### src/rtl/sipo_pkg.sv
// sipo_pkg: shared types and helpers for the serial-in, parallel-out receiver.
//   state_e   - receiver FSM states (PARITY used only when SIPO_PARITY_EN is defined)
//   cnt_width - bit counter width needed to count 0..width inclusive
package sipo_pkg;

   typedef enum logic [1:0] {
      StIdle,
      StShift,
      StParity
   } state_e;

   function automatic int unsigned cnt_width(input int unsigned width);
      return $clog2(width + 1);
   endfunction

endpackage

### src/rtl/sipo_out_stage.sv
// sipo_out_stage: registered valid/ready output port for completed words.
//   clk, reset   - rising-edge clock, synchronous active-high reset
//   word_done    - one-cycle pulse: word_data holds a freshly completed word
//   word_data    - completed word
//   out_ready    - consumer accepts the held word when out_valid is also high
//   clr_overrun  - clears the sticky overrun flag (a simultaneous drop wins)
//   data_out     - held word; changes only when a new word is loaded
//   out_valid    - data_out holds an unconsumed word
//   overrun      - sticky: a completed word was dropped because the consumer stalled
module sipo_out_stage #(
   parameter int unsigned WIDTH = 4
) (
   input  logic             clk,
   input  logic             reset,
   input  logic             word_done,
   input  logic [WIDTH-1:0] word_data,
   input  logic             out_ready,
   input  logic             clr_overrun,
   output logic [WIDTH-1:0] data_out,
   output logic             out_valid,
   output logic             overrun
);

   logic [WIDTH-1:0] data_q, data_d;
   logic             valid_q, valid_d;
   logic             overrun_q, overrun_d;
   logic             load, drop;

   always_comb begin
      // A new word may load when the slot is empty or is being emptied this cycle.
      load      = word_done && (!valid_q || out_ready);
      drop      = word_done && valid_q && !out_ready;
      data_d    = data_q;
      valid_d   = valid_q;
      overrun_d = overrun_q;
      if (load) begin
         data_d  = word_data;
         valid_d = 1'b1;
      end else if (valid_q && out_ready) begin
         valid_d = 1'b0;
      end
      if (drop) begin
         overrun_d = 1'b1;
      end else if (clr_overrun) begin
         overrun_d = 1'b0;
      end
   end

   always_ff @(posedge clk) begin
      if (reset) begin
         data_q    <= '0;
         valid_q   <= 1'b0;
         overrun_q <= 1'b0;
      end else begin
         data_q    <= data_d;
         valid_q   <= valid_d;
         overrun_q <= overrun_d;
      end
   end

   assign data_out  = data_q;
   assign out_valid = valid_q;
   assign overrun   = overrun_q;

endmodule

### src/rtl/sipo_deserializer.sv
// sipo_deserializer: LSB-first serial-in, parallel-out receiver.
//   clk, reset    - rising-edge clock, synchronous active-high reset
//   serial_in     - serial data bit, sampled only when shift_en=1
//   shift_en      - bit strobe
//   frame_start   - current strobed bit is bit 0 of a new word (aborts any partial word)
//   parallel_out  - last completed word
//   out_valid     - parallel_out holds an unconsumed word
//   out_ready     - consumer accepts the word when out_valid && out_ready
//   busy          - a frame is partially received
//   overrun       - sticky: a completed word was dropped
//   clr_overrun   - clears overrun
//   parity_err    - (SIPO_PARITY_EN only) even-parity error of the held word
// Optional feature macro: SIPO_PARITY_EN adds a trailing even-parity bit per word.
module sipo_deserializer
   import sipo_pkg::*;
#(
   parameter int unsigned WIDTH = 4
) (
   input  logic             clk,
   input  logic             reset,
   input  logic             serial_in,
   input  logic             shift_en,
   input  logic             frame_start,
   output logic [WIDTH-1:0] parallel_out,
   output logic             out_valid,
   input  logic             out_ready,
   output logic             busy,
   output logic             overrun,
`ifdef SIPO_PARITY_EN
   output logic             parity_err,
`endif
   input  logic             clr_overrun
);

   localparam int unsigned CntW = cnt_width(WIDTH);
`ifdef SIPO_PARITY_EN
   localparam int unsigned OutW = WIDTH + 1;
`else
   localparam int unsigned OutW = WIDTH;
`endif

   state_e           state_q, state_d;
   logic [WIDTH-1:0] shreg_q, shreg_d;
   logic [CntW-1:0]  cnt_q, cnt_d;
   logic [WIDTH-1:0] shifted;
   logic             last_data;
   logic             word_done;
   logic [OutW-1:0]  word_data;
   logic [OutW-1:0]  out_word;

   // New bit enters at the MSB so the first-received bit ends up in bit 0.
   assign shifted   = WIDTH'({serial_in, shreg_q} >> 1);
   assign last_data = (cnt_q == CntW'(WIDTH - 1));

   // State register
   always_ff @(posedge clk) begin
      if (reset) begin
         state_q <= StIdle;
         shreg_q <= '0;
         cnt_q   <= '0;
      end else begin
         state_q <= state_d;
         shreg_q <= shreg_d;
         cnt_q   <= cnt_d;
      end
   end

   // Next-state logic
   always_comb begin
      state_d = state_q;
      shreg_d = shreg_q;
      cnt_d   = cnt_q;
      unique case (state_q)
         StIdle: begin
            if (shift_en && frame_start) begin
               shreg_d = shifted;
               cnt_d   = CntW'(1);
               state_d = StShift;
            end
         end
         StShift: begin
            if (shift_en) begin
               shreg_d = shifted;
               if (frame_start) begin
                  cnt_d = CntW'(1);
               end else if (last_data) begin
`ifdef SIPO_PARITY_EN
                  cnt_d   = CntW'(WIDTH);
                  state_d = StParity;
`else
                  cnt_d   = '0;
                  state_d = StIdle;
`endif
               end else begin
                  cnt_d = cnt_q + CntW'(1);
               end
            end
         end
`ifdef SIPO_PARITY_EN
         StParity: begin
            if (shift_en) begin
               if (frame_start) begin
                  shreg_d = shifted;
                  cnt_d   = CntW'(1);
                  state_d = StShift;
               end else begin
                  cnt_d   = '0;
                  state_d = StIdle;
               end
            end
         end
`endif
         default: begin
            state_d = StIdle;
            cnt_d   = '0;
         end
      endcase
   end

   // Outputs: busy and the completion pulse that feeds the output stage
   always_comb begin
      busy = (state_q != StIdle);
`ifdef SIPO_PARITY_EN
      word_done = (state_q == StParity) && shift_en && !frame_start;
      word_data = {(^shreg_q) ^ serial_in, shreg_q};
`else
      word_done = (state_q == StShift) && shift_en && !frame_start && last_data;
      word_data = shifted;
`endif
   end

   sipo_out_stage #(
      .WIDTH (OutW)
   ) u_out_stage (
      .clk         (clk),
      .reset       (reset),
      .word_done   (word_done),
      .word_data   (word_data),
      .out_ready   (out_ready),
      .clr_overrun (clr_overrun),
      .data_out    (out_word),
      .out_valid   (out_valid),
      .overrun     (overrun)
   );

   assign parallel_out = out_word[WIDTH-1:0];
`ifdef SIPO_PARITY_EN
   assign parity_err = out_word[WIDTH];
`endif

endmodule

### config.mk
export PLATFORM = sky130hd
export DESIGN_NAME = sipo_deserializer
export DESIGN_NICKNAME = d
export VERILOG_FILES = /design/src/rtl/sipo_pkg.sv /design/src/rtl/sipo_out_stage.sv /design/src/rtl/sipo_deserializer.sv
export SDC_FILE = /design/constraint.sdc
export NUM_CORES = 1
export LEC_CHECK = 0
export ABC_AREA = 1
export BUFFER_PORTS_ARGS = -buffer_cell sky130_fd_sc_hd__buf_4
export CORE_AREA = 2 2 39 41
export DETAILED_ROUTE_END_ITERATION = 8
export DIE_AREA = 0 0 41 43
export MAX_ROUTING_LAYER = met4
export PLACE_DENSITY = 0.78
export SLEW_MARGIN = 0
export SYNTH_ARGS = -nofsm -noshare
export SYNTH_HDL_FRONTEND = slang
export SYNTH_SLANG_ARGS = --single-unit
### constraint.sdc
create_clock -name clk -period 1.9 [get_ports clk]
set_input_delay 0.285 -clock clk [delete_from_list [all_inputs] [get_ports clk]]
set_output_delay 0.285 -clock clk [all_outputs]
set_load 0.1 [all_outputs]
==> impl_metrics.toml, run 1 <==
[global_route]
track_usage_pct = 17.5
grt_remaining_overflow = 0
grt_pass1_vias = 439
grt_pass1_wl_um = 1940
grt_max_degree = 9
antenna_found_initial = 0

[clock_network]
cts_max_path_buffers = 2
cts.sinks = 13
htreeDepth = 1
ctsHoldBuffers = 0
cts_resized = 0
clock_latency_ns = 0.28
postCtsSetupBuffers = 0
tritoncts = "done"
clkTransAtPathRegs_ns = 0.08
root_buffer = "clkbuf_4"
cts-buffers-inserted = 3

[worst_setup_path]
critPathSlowestCell = "dfxtp_1"
path_cells = "buf_4"
critPathLaunchType = "flop"
crit_cells = 1
crit_arrival_ns = 1.03
endpoint_kind = "output port"
crit_required_ns = 1.62
path_buf_inv = 1
worstSetupPathType = "reg -> out"
reg2regPathDepth = 7
max_stage_delay_ns = 0.42
path_delay_family = "flip-flops"
crit_fanout = 4

[drt]
wl_met3_um = 38
wl_met1_um = 448
highest_layer = "met4"
drtIter0Drc = 2
drc = 0
ant_nets = 0
first_pass_iters = 2
num_vias = 498
vias_per_cell = 4.57
dr_wl_met2_um = 523
routed_wl_um = 1080
wire_per_inst_um = 9.88

[power]
p_total_uw = 516
p_int_uw = 384
p_sw_uw = 132
swShare_pct = 25.6
seqPwrFrac_pct = 55.6
clock_power_share_pct = 32.9
combPwrFrac_pct = 11.5
ir_worst_vdd_mv = 0.425
power_leakage_nw = 0.350
p_per_area_nw_per_um2 = 705

[synth]
synth_area_per_cell_um2 = 7.74
ys_types = 18
netlist_area_um2 = 588
yosysWarnings = 0
postSynthCellCount = 76
syn-num-nets = 84
ys_seq_elements = 13
synth_seq_area_share_pct = 44.3

[floorplan]
dieArea_um2 = 1760
core_area_um2 = 1380
start_util_pct = 42.5
die_h_um = 43
rows = 14
pin_count = 14
die_x_um = 41

[sta]
finalSetupTns_ns = 0
fin_crit_ns = 1.31
fin_ws_ns = 0.590
max_freq_mhz = 763
drv_slew = 0
finalSetupViolations = 0
slew_headroom_pct = 81.6
hold_viol_final = 0
fin_crit_sh_pct = 69.0
rsz0062_at_grt = "false"
tightest_slew_ns = 0.279
clock_skew_ns = 0.00531

[outcome]
status = "complete, no violations"

[worst_hold_path]
holdPathStages = 2
hold_class = "in -> reg"

[placement]
dp_cells = 105
dp.final_hpwl_um = 833
gp_congestion = 0.738
post-place-ws_ns = 0.744
portBuffers = 13

[layout]
area_delta_synth_final_pct = 24.5
stdcell_count = 109
n_antenna_cell = 0
final_cell_mix = "inv_1, nand2_1, dfxtp_1, buf_4, a21oi_1"
layout-drive-gt1-share_pct = 23.7
nNetsFinal = 102
mostFrequentLayoutCell = "inv_1"
fillers = 134

[run]
drv_cap = 0
metal layers:
layer / up-vias / global-route usage [%]
met5: - / -
met4: 0 / 18.0
met3: 4 / 1.57
met2: 10 / 24.1
met1: 210 / 20.3
li1: 274 / -
flip-flops by register name, summed over array words and instances (netlist names):
signal and count:
cnt_q 3, shreg_q 3, state_q 1, u_out_stage.data_out 4, u_out_stage.out_valid 1, u_out_stage.overrun 1
cell usage after synthesis, drive strengths merged:
cell type	number	share of area, %
nand3	3	4.7
nor2	8	9.1
a31oi	1	1.1
nand2	18	14
nand3b	1	1.3
nor3	1	0.85
o21ai	3	2.6
ha	1	2.1
dfxtp	13	44
inv	16	10
a21oi	7	6.0
nand4	4	4.3
final timing paths:
path | from | endpoint | slack, ns
max reg2reg | cnt_q[0]$_SDFFE_PP0P_ | u_out_stage.data_out[2]$_SDFFE_PP0P_ | 0.73
min | reset | cnt_q[1]$_SDFFE_PP0P_ | 0.20
max | state_q[0]$_SDFFE_PP0P_ | busy | 0.59
min reg2reg | shreg_q[2]$_SDFFE_PP0P_ | shreg_q[1]$_SDFFE_PP0P_ | 0.47
cells by family after synthesis:
logic type,after synthesis,share of synthesized area (%)
buffers and inverters,16,10.2
AO/OA/AOI/OAI,11,9.57
AND/OR/NAND/NOR,35,33.8
flip-flops,13,44.3
adder cells (fa/ha/maj),1,2.13
final cells by class:
type | instances | area, µm² | share of cell area, %
Timing Repair Buffer | 13 | 97.6 | 13.3
Sequential cell | 13 | 260 | 35.6
Tap cell | 16 | 20.0 | 2.74
Inverter | 16 | 60.1 | 8.21
Multi-Input combinational cell | 47 | 268 | 36.6
Clock buffer | 4 | 26.3 | 3.59
per-stage QoR:
step                util, %  instance area [µm²]  hold WS (ns)
floorplan                 -                  588         0.354
global placement       51.0                  706         0.453
detailed placement     51.0                  706         0.463
CTS                    52.9                  732         0.196
global route           52.9                  732         0.210
finish                 52.9                  732         0.202
power by group through the flow:
stage	logic [mW]	registers, mW	clock network [mW]
3_5_place_dp	0.0592	0.293	0
3_3_place_gp	0.0582	0.293	0
4_1_cts	0.0593	0.287	0.178
6_report	0.0591	0.287	0.170
2_1_floorplan	0.0271	0.303	0
5_1_grt	0.0669	0.288	0.189
No activity file was read; power rests on OpenSTA's default activity.
==> run 2, diff against run 1 <==
==> constraint.sdc (replaced) <==
create_clock -name clk -period 1.25 [get_ports clk]
set_input_delay 0.1875 -clock clk [delete_from_list [all_inputs] [get_ports clk]]
set_output_delay 0.1875 -clock clk [all_outputs]
set_load 0.1 [all_outputs]
==> impl_metrics.toml, run 2 (synthesis gave the netlist of run 1 again) <==
[outcome]
status = "complete, no violations"

[floorplan]
die_x_um = 41
die_h_um = 43
dieArea_um2 = 1760
pin_count = 14
rows = 14
core_area_um2 = 1380
start_util_pct = 42.5

[global_route]
grt_remaining_overflow = 0
grt_pass1_vias = 456
grt_max_degree = 9
grt_pass1_wl_um = 1800
antenna_found_initial = 0
track_usage_pct = 15.5

[sta]
fin_crit_sh_pct = 92.3
hold_viol_final = 0
fin_crit_ns = 1.15
rsz0062_at_grt = "false"
drv_slew = 0
clock_skew_ns = 0.00487
fin_ws_ns = 0.0966
finalSetupTns_ns = 0
slew_headroom_pct = 81.6
holdWs_ns = 0.102
tightest_slew_ns = 0.279
finalSetupViolations = 0
max_freq_mhz = 867

[layout]
fillers = 129
final_cell_mix = "inv_1, buf_4, nand2_1"
largest_register_ffs = 4
fin_util_pct = 55.8
layout-drive-gt1-share_pct = 39.8
nNetsFinal = 102
area_delta_synth_final_pct = 31.3
n_antenna_cell = 0
mostFrequentLayoutCell = "inv_1"

[run]
drv_cap = 0

[drt]
drc = 0
vias_per_cell = 4.64
drtIter0Drc = 10
ant_nets = 0
routed_wl_um = 1040
wire_per_inst_um = 9.50
num_vias = 506
first_pass_iters = 5

[clock_network]
postCtsSetupBuffers = 0
clock_latency_ns = 0.27
cts-buffers-inserted = 3
clkTransAtPathRegs_ns = 0.08
cts.sinks = 13
root_buffer = "clkbuf_4"
tritoncts = "done"
htreeDepth = 1
cts_max_path_buffers = 2

[power]
ir_worst_vdd_mv = 0.454
power_leakage_nw = 0.350
p_per_area_nw_per_um2 = 1010

[worst_setup_path]
reg2regPathDepth = 7
crit_arrival_ns = 1.36
rrSetupSlack_ns = 0.1
crit_fanout = 8
r2r_end = "u_out_stage.data_out[3]$_SDFFE_PP0P_"
rr_startpoint = "cnt_q[1]$_SDFFE_PP0P_"
crit_path_start = "cnt_q[1]$_SDFFE_PP0P_"
critPathLaunchType = "flop"
cp-endpoint = "u_out_stage.data_out[3]$_SDFFE_PP0P_"
worstSetupPathType = "reg -> reg"
crit_required_ns = 1.46
endpoint_kind = "flop"

[placement]
dp.final_hpwl_um = 784
gp_congestion = 0.788
portBuffers = 13
post-place-ws_ns = 0.0916

[worst_hold_path]
hold_class = "in -> reg"
holdPathStages = 2
## run 2: cell count changes in the layout (fill, tap and decap cells not counted), moves of 2 or more
cell     change
dfxtp_1      -8
dfxtp_2      +5
dfxtp_4      +3
nand2_1      -3
nand2_2      +3
inv_1        -2
inv_2        +2
## run 2: layer usage
metal | wire [µm] | global-route usage [%]
met1 | 464 | 19.5
met2 | 486 | 20.6
met3 | 46 | 3.14
met4 | 38 | 12.0
met5 | 0 | -
## run 2: worst min path at each step
stage | start | endpoint | slack (ns)
after global routing | reset | state_q[0]$_SDFFE_PP0P_ | 0.10
after global placement | reset | state_q[0]$_SDFFE_PP0P_ | 0.39
final | reset | state_q[0]$_SDFFE_PP0P_ | 0.10
after floorplan | reset | state_q[0]$_SDFFE_PP0P_ | 0.25
after detailed placement | reset | u_out_stage.out_valid$_SDFFE_PP0P_ | 0.39
after CTS | reset | state_q[0]$_SDFFE_PP0P_ | 0.1
## run 2: metrics by stage
stage | total power, mW | instances | instance area [µm²]
3_3_place_gp | 0.531 | 105 | 718
2_1_floorplan | 0.499 | 76 | 601
5_1_grt | 0.821 | 109 | 772
3_5_place_dp | 0.533 | 105 | 718
6_report | 0.779 | 109 | 772
4_1_cts | 0.784 | 109 | 744
## run 2: worst max-delay path: stages, from the launching register on
cell	delay, ns
dfxtp_2	0.36
ha_4	0.14
inv_2	0.04
nor2_4	0.20
nand3_4	0.13
nand2_2	0.07
inv_1	0.03
nor2_1	0.10
## run 2: timing repair
action,4_1_cts,5_1_grt
setup endpoints to repair,0,4
hold buffers,0,0
resized for setup,0,11
## run 2: report_power, final
part	switching [mW]	leakage, nW	internal, mW
logic	0.0576	0.225	0.0336
clock network	0.130	0.0150	0.124
registers	0.0101	0.110	0.424
## run 2: cell type report
cell class,instances,area (µm²),area share [%]
clock buffer,4,26.3,3.40
multi-input combinational,47,290,37.6
inverter,16,60.1,7.78
timing repair buffer,13,97.6,12.6
sequential,13,278,36.0
tap,16,20.0,2.59
